==> src/rtl/srch_seg_sched.sv <==
// Segment-search RE sequencer: streams one beat per RE of a symbol, tagged with its
// 90 kHz segment number and segment boundary markers, using a modulo gap counter.
module srch_seg_sched #(
  parameter int RE_W  = 8,
  parameter int SEG_W = 4
) (
  input  logic              clk,
  input  logic              rst,
  input  logic              start,
  input  logic              abort,
  input  logic [1:0]        scs,
  input  logic [RE_W:0]     num_re,
  output logic              busy,
  output logic              out_valid,
  input  logic              out_ready,
  output logic [RE_W-1:0]   out_re_index,
  output logic [SEG_W-1:0]  out_seg,
  output logic              out_seg_first,
  output logic              out_seg_last,
  output logic              out_last,
  output logic              done,
  output logic              seg_ovf
);

  typedef enum logic [1:0] {IDLE, RUN, DONE} state_t;

  localparam logic [SEG_W-1:0] SEG_MAX = '1;

  state_t           state, state_nxt;
  logic [RE_W-1:0]  re_idx;
  logic [SEG_W-1:0] seg;
  logic [4:0]       g;
  logic [4:0]       gap_m1;
  logic [1:0]       scs_q;
  logic [RE_W:0]    num_re_q;
  logic [RE_W:0]    last_idx;
  logic             ovf_q;
  logic             run;
  logic             wrap;
  logic             xfer;
  logic             start_ok;

  always_comb begin
    gap_m1 = 5'd0;
    case (scs_q)
      2'd1:    gap_m1 = 5'd17;
      2'd2:    gap_m1 = 5'd5;
      2'd3:    gap_m1 = 5'd2;
      default: gap_m1 = 5'd0;
    endcase
  end

  assign run      = (state == RUN);
  assign last_idx = num_re_q - (RE_W+1)'(1);
  assign wrap     = (scs_q != 2'd0) && (g == gap_m1);
  assign xfer     = run && out_ready && !abort;
  assign start_ok = (state == IDLE) && start && !abort;

  assign busy          = run;
  assign out_valid     = run;
  assign done          = (state == DONE);
  assign seg_ovf       = ovf_q;
  assign out_re_index  = re_idx;
  assign out_seg       = seg;
  assign out_last      = run && ({1'b0, re_idx} == last_idx);
  // With scs=0 there is no gap counter, so only the first RE opens a segment.
  assign out_seg_first = run && ((scs_q == 2'd0) ? (re_idx == '0) : (g == 5'd0));
  assign out_seg_last  = run && (wrap || out_last);

  always_ff @(posedge clk) begin
    if (rst) state <= IDLE;
    else     state <= state_nxt;
  end

  always_comb begin
    state_nxt = state;
    if (abort) begin
      state_nxt = IDLE;
    end else begin
      case (state)
        IDLE: if (start) state_nxt = (num_re == '0) ? DONE : RUN;
        RUN:  if (out_ready && out_last) state_nxt = DONE;
        DONE: state_nxt = IDLE;
        default: state_nxt = IDLE;
      endcase
    end
  end

  always_ff @(posedge clk) begin
    if (rst) begin
      re_idx   <= '0;
      seg      <= '0;
      g        <= '0;
      scs_q    <= '0;
      num_re_q <= '0;
      ovf_q    <= 1'b0;
    end else if (abort) begin
      re_idx <= '0;
      seg    <= '0;
      g      <= '0;
    end else if (start_ok) begin
      scs_q    <= scs;
      num_re_q <= num_re;
      re_idx   <= '0;
      seg      <= '0;
      g        <= '0;
      ovf_q    <= 1'b0;
    end else if (xfer) begin
      re_idx <= re_idx + RE_W'(1);
      if (scs_q != 2'd0) begin
        if (wrap) begin
          g <= '0;
          // Segment saturates; a blocked increment is remembered until the next start.
          if (seg == SEG_MAX) ovf_q <= 1'b1;
          else                seg   <= seg + SEG_W'(1);
        end else begin
          g <= g + 5'd1;
        end
      end
    end
  end

endmodule
==> config.mk <==
export PLATFORM = sky130hd
export DESIGN_NAME = srch_seg_sched
export DESIGN_NICKNAME = d
export VERILOG_FILES = /design/src/rtl/srch_seg_sched.sv
export SDC_FILE = /design/constraint.sdc
export NUM_CORES = 1
export LEC_CHECK = 0
export ABC_AREA = 1
export CORE_MARGIN = 5
export CORE_UTILIZATION = 52
export DETAILED_ROUTE_END_ITERATION = 8
export PLACE_DENSITY_LB_ADDON = 0.05
export SLEW_MARGIN = 40
export SYNTH_ARGS = -nofsm -noshare
export SYNTH_HDL_FRONTEND = slang
export SYNTH_SLANG_ARGS = --single-unit
==> constraint.sdc <==
create_clock -name clk -period 2.1 [get_ports clk]
set_input_delay 0.315 -clock clk [delete_from_list [all_inputs] [get_ports clk]]
set_output_delay 0.315 -clock clk [all_outputs]
set_load 0.01 [all_outputs]
==> results.sh <==
export IMPL_end_kind="output port"
export IMPL_finalCoreUtilization_pct=75.5
export IMPL_path_delay_family="simple AND/OR/NAND/NOR gates"
export IMPL_regArea_um2=626
export IMPL_critPathKind="flip-flop to output port"
export IMPL_holdWs_ns=0.501
export IMPL_yosysTopAreaCell="dfxtp_1"
export IMPL_io_buffer_count=34
export IMPL_synth_edff_count=0
export IMPL_dr_pass1_iters=4
export IMPL_drc=0
export IMPL_vias=2011
export IMPL_finalClockSkew_ns=0.0146
export IMPL_postSynthAreaPerCell_um2=6.73
export IMPL_async_reset_ff_share_pct=0
export IMPL_max_vdd_ir_drop_uv=402
export IMPL_yosysWarnings=0
export IMPL_grt_pass1_wl_mm=7.94
export IMPL_dieWidth_um=70.2
export IMPL_root_buffer="clkbuf_4"
export IMPL_grt_pass1_vias=1845
export IMPL_synth_most_common_cell="nand2_1"
export IMPL_vias_per_cell=5.14
export IMPL_final_nets=370
export IMPL_hold_class="flip-flop to flip-flop"
export IMPL_p_leak_nw=1.11
export IMPL_worstPathRequired_ns=1.78
export IMPL_r2r_start="scs_q[0]$_SDFFE_PP0P_"
export IMPL_htreeDepth=2
export IMPL_period_share_pct=104
export IMPL_synth_fp_nets=306
export IMPL_synth_area_top_cells="dfxtp_1 (33%), nand2_1 (12%), inv_1 (8.4%), a21oi_1 (6.9%), ha_1 (6.6%)"
export IMPL_ys_top_cells_by_count="nand2_1 (62), inv_1 (42), dfxtp_1 (31)"
export IMPL_dp_hpwl_mm=3.68
export IMPL_gr_total_overflow=0
export IMPL_grt_max_degree=21
export IMPL_wl_mm=4.91
export IMPL_initial_utilization_pct=55.2
export IMPL_synth_top_area_share_pct=32.9
export IMPL_cp_slowest_stage_delay_ns=0.35
export IMPL_synth_area_um2=1890
export IMPL_die_h_um=70.2
export IMPL_dieArea_um2=4930
export IMPL_cts_buffers=5
export IMPL_antenna_found_initial=0
export IMPL_cp_slowest_cell="dfxtp_2"
export IMPL_ys_types=28
export IMPL_gp_congestion=0.991
export IMPL_slew_headroom_pct=79.3
export IMPL_wl_per_cell_um=12.6
export IMPL_final_fill_count=277
export IMPL_clk_latency_ns=0.35
export IMPL_drt_initial_drc_count=173
export IMPL_rows=21
export IMPL_crit_fanout=3
export IMPL_hold_start="out_seg[1]$_SDFFE_PP0P_"
export IMPL_syn_to_final_growth_pct=36.8
export IMPL_worst_slew_pin_slew_ns=0.309
export IMPL_violations="setup timing"
export IMPL_antenna_cells=0
export IMPL_tns_ns=-0.0754
export IMPL_ant_nets=0
export IMPL_finalCriticalPeriod_ns=2.18
export IMPL_ys_seq_area_share_pct=32.9
export IMPL_dp_cells=375
export IMPL_ys_ff_latch=31
export IMPL_synth_cells=280
export IMPL_pin_count=35
export IMPL_cts_sinks=31
export IMPL_drv_slew=0
export IMPL_drive_gt1_share_pct=18.8
export IMPL_startpoint="scs_q[0]$_SDFFE_PP0P_"
export IMPL_cts_tree="yes"
export IMPL_multi_input_area_um2=1130
export IMPL_critPathBufInv=3
export IMPL_setup_viol=1
export IMPL_worst_ep_arrival_time_ns=1.86
export IMPL_drv_cap=0
export IMPL_power_density_nw_per_um2=495
export IMPL_final_instance_count_excl_fill=391
export IMPL_setup_ws_ns=-0.0754
export IMPL_setup_worst_path_start_class="flip-flop"
export IMPL_status="complete, but fails checks"
export IMPL_timing_fmax_mhz=460
export IMPL_clockBufferDepth=2
export IMPL_crit_path_cell_trace="inv_1 -> ha_4 -> inv_1 -> nand2_1 -> o211ai_1 -> nor3_4 -> nand2_1 -> a21oi_2 -> buf_2"
export IMPL_ys_flop_type="dfxtp_1"
export IMPL_core_area_um2=3420
export IMPL_rsz0062_at_grt="true"
export IMPL_hold_violations=0
export IMPL_clk_pin_slew_ns=0.10
export IMPL_grtUsageTotal_pct=19.9
cell usage in the layout (no fill, tap or decap), drive strengths merged:
| master | synthesis | routed |
|---|---|---|
| a21oi | 26 | 26 |
| a31oi | 2 | 2 |
| a41oi | 1 | 1 |
| buf | 1 | 29 |
| clkbuf | 3 | 7 |
| clkdlybuf4s50 | 0 | 31 |
| clkinv | 0 | 1 |
| clkinvlp | 0 | 1 |
| dfxtp | 31 | 31 |
| ha | 10 | 10 |
| inv | 44 | 44 |
| nand2 | 63 | 63 |
| nand3 | 17 | 17 |
| nand4 | 6 | 6 |
| nor2 | 35 | 35 |
| nor3 | 8 | 8 |
| nor3b | 1 | 1 |
| nor4 | 2 | 2 |
| o211ai | 1 | 1 |
| o21a | 1 | 1 |
| o21ai | 18 | 18 |
| xnor2 | 5 | 5 |
| xor2 | 5 | 5 |
final cells by class:
class	count	area share (%)
inverters	44	6.70
well taps	46	2.23
repair buffers	61	20.7
flip-flops and latches	31	24.3
multi-input cells	201	44.0
clock inverters	2	0.485
clock buffers	6	1.60
final timing paths:
kind                             endpoint  slack, ns  cells after the start
setup / recovery             out_seg_last      -0.08                      9
hold / removal    out_seg[1]$_SDFFE_PP0P_       0.50                      2
setup reg to reg  out_seg[1]$_SDFFE_PP0P_       0.19                     11
hold reg to reg   out_seg[1]$_SDFFE_PP0P_       0.50                      2
power by group:
| part | switching, mW | internal [mW] | leakage, nW |
|---|---|---|---|
| registers | 0.0154 | 0.605 | 0.253 |
| clock network | 0.221 | 0.129 | 0.0282 |
| logic | 0.166 | 0.140 | 0.833 |
| total | 0.402 | 0.874 | 1.11 |
what timing repair did:
action / in CTS / in global routing
hold buffers: 0 / 0
pin swaps: 6 / 5
setup endpoints to repair: 3 / 3
gates resized for setup: 20 / 13
setup buffers: 6 / 2
cell families after synthesis:
family | count (synthesis) | share of synthesized area (%)
AND/OR/NAND/NOR | 132 | 32.1
AO/OA/AOI/OAI | 49 | 13.6
buffers and inverters | 48 | 10.1
flip-flops | 31 | 32.9
XOR/XNOR | 10 | 4.64
adder cells (fa/ha/maj) | 10 | 6.64
registers in the layout, indices dropped and copies added, names as in the netlist:
signal,flops
num_re_q,9
out_re_index,8
g,5
out_seg,4
scs_q,2
state,2
seg_ovf,1
worst min-delay path, cell delays in order (launching register included):
cell	delay (ns)
dfxtp_1	0.35
inv_1	0.06
a21oi_1	0.05
per-layer routing:
metal	track usage [%]	wire length [µm]	up-vias	part of all wire, %
met5	0	0	-	0
met2	33.3	2300	56	47
met4	6.81	94	0	1.9
met1	24.7	2220	907	45
met3	5.16	295	10	6.0
li1	-	-	1038	-
stage by stage:
step	total power, mW	instance area, µm²	setup slack [ns]
floorplan	0.793	1890	0.388
global placement	0.891	2410	-0.113
detailed placement	0.895	2410	-0.164
CTS	1.26	2530	-0.173
global route	1.34	2580	-0.161
finish	1.28	2580	-0.0754
Note: power is estimated with default switching activity, not from simulation.
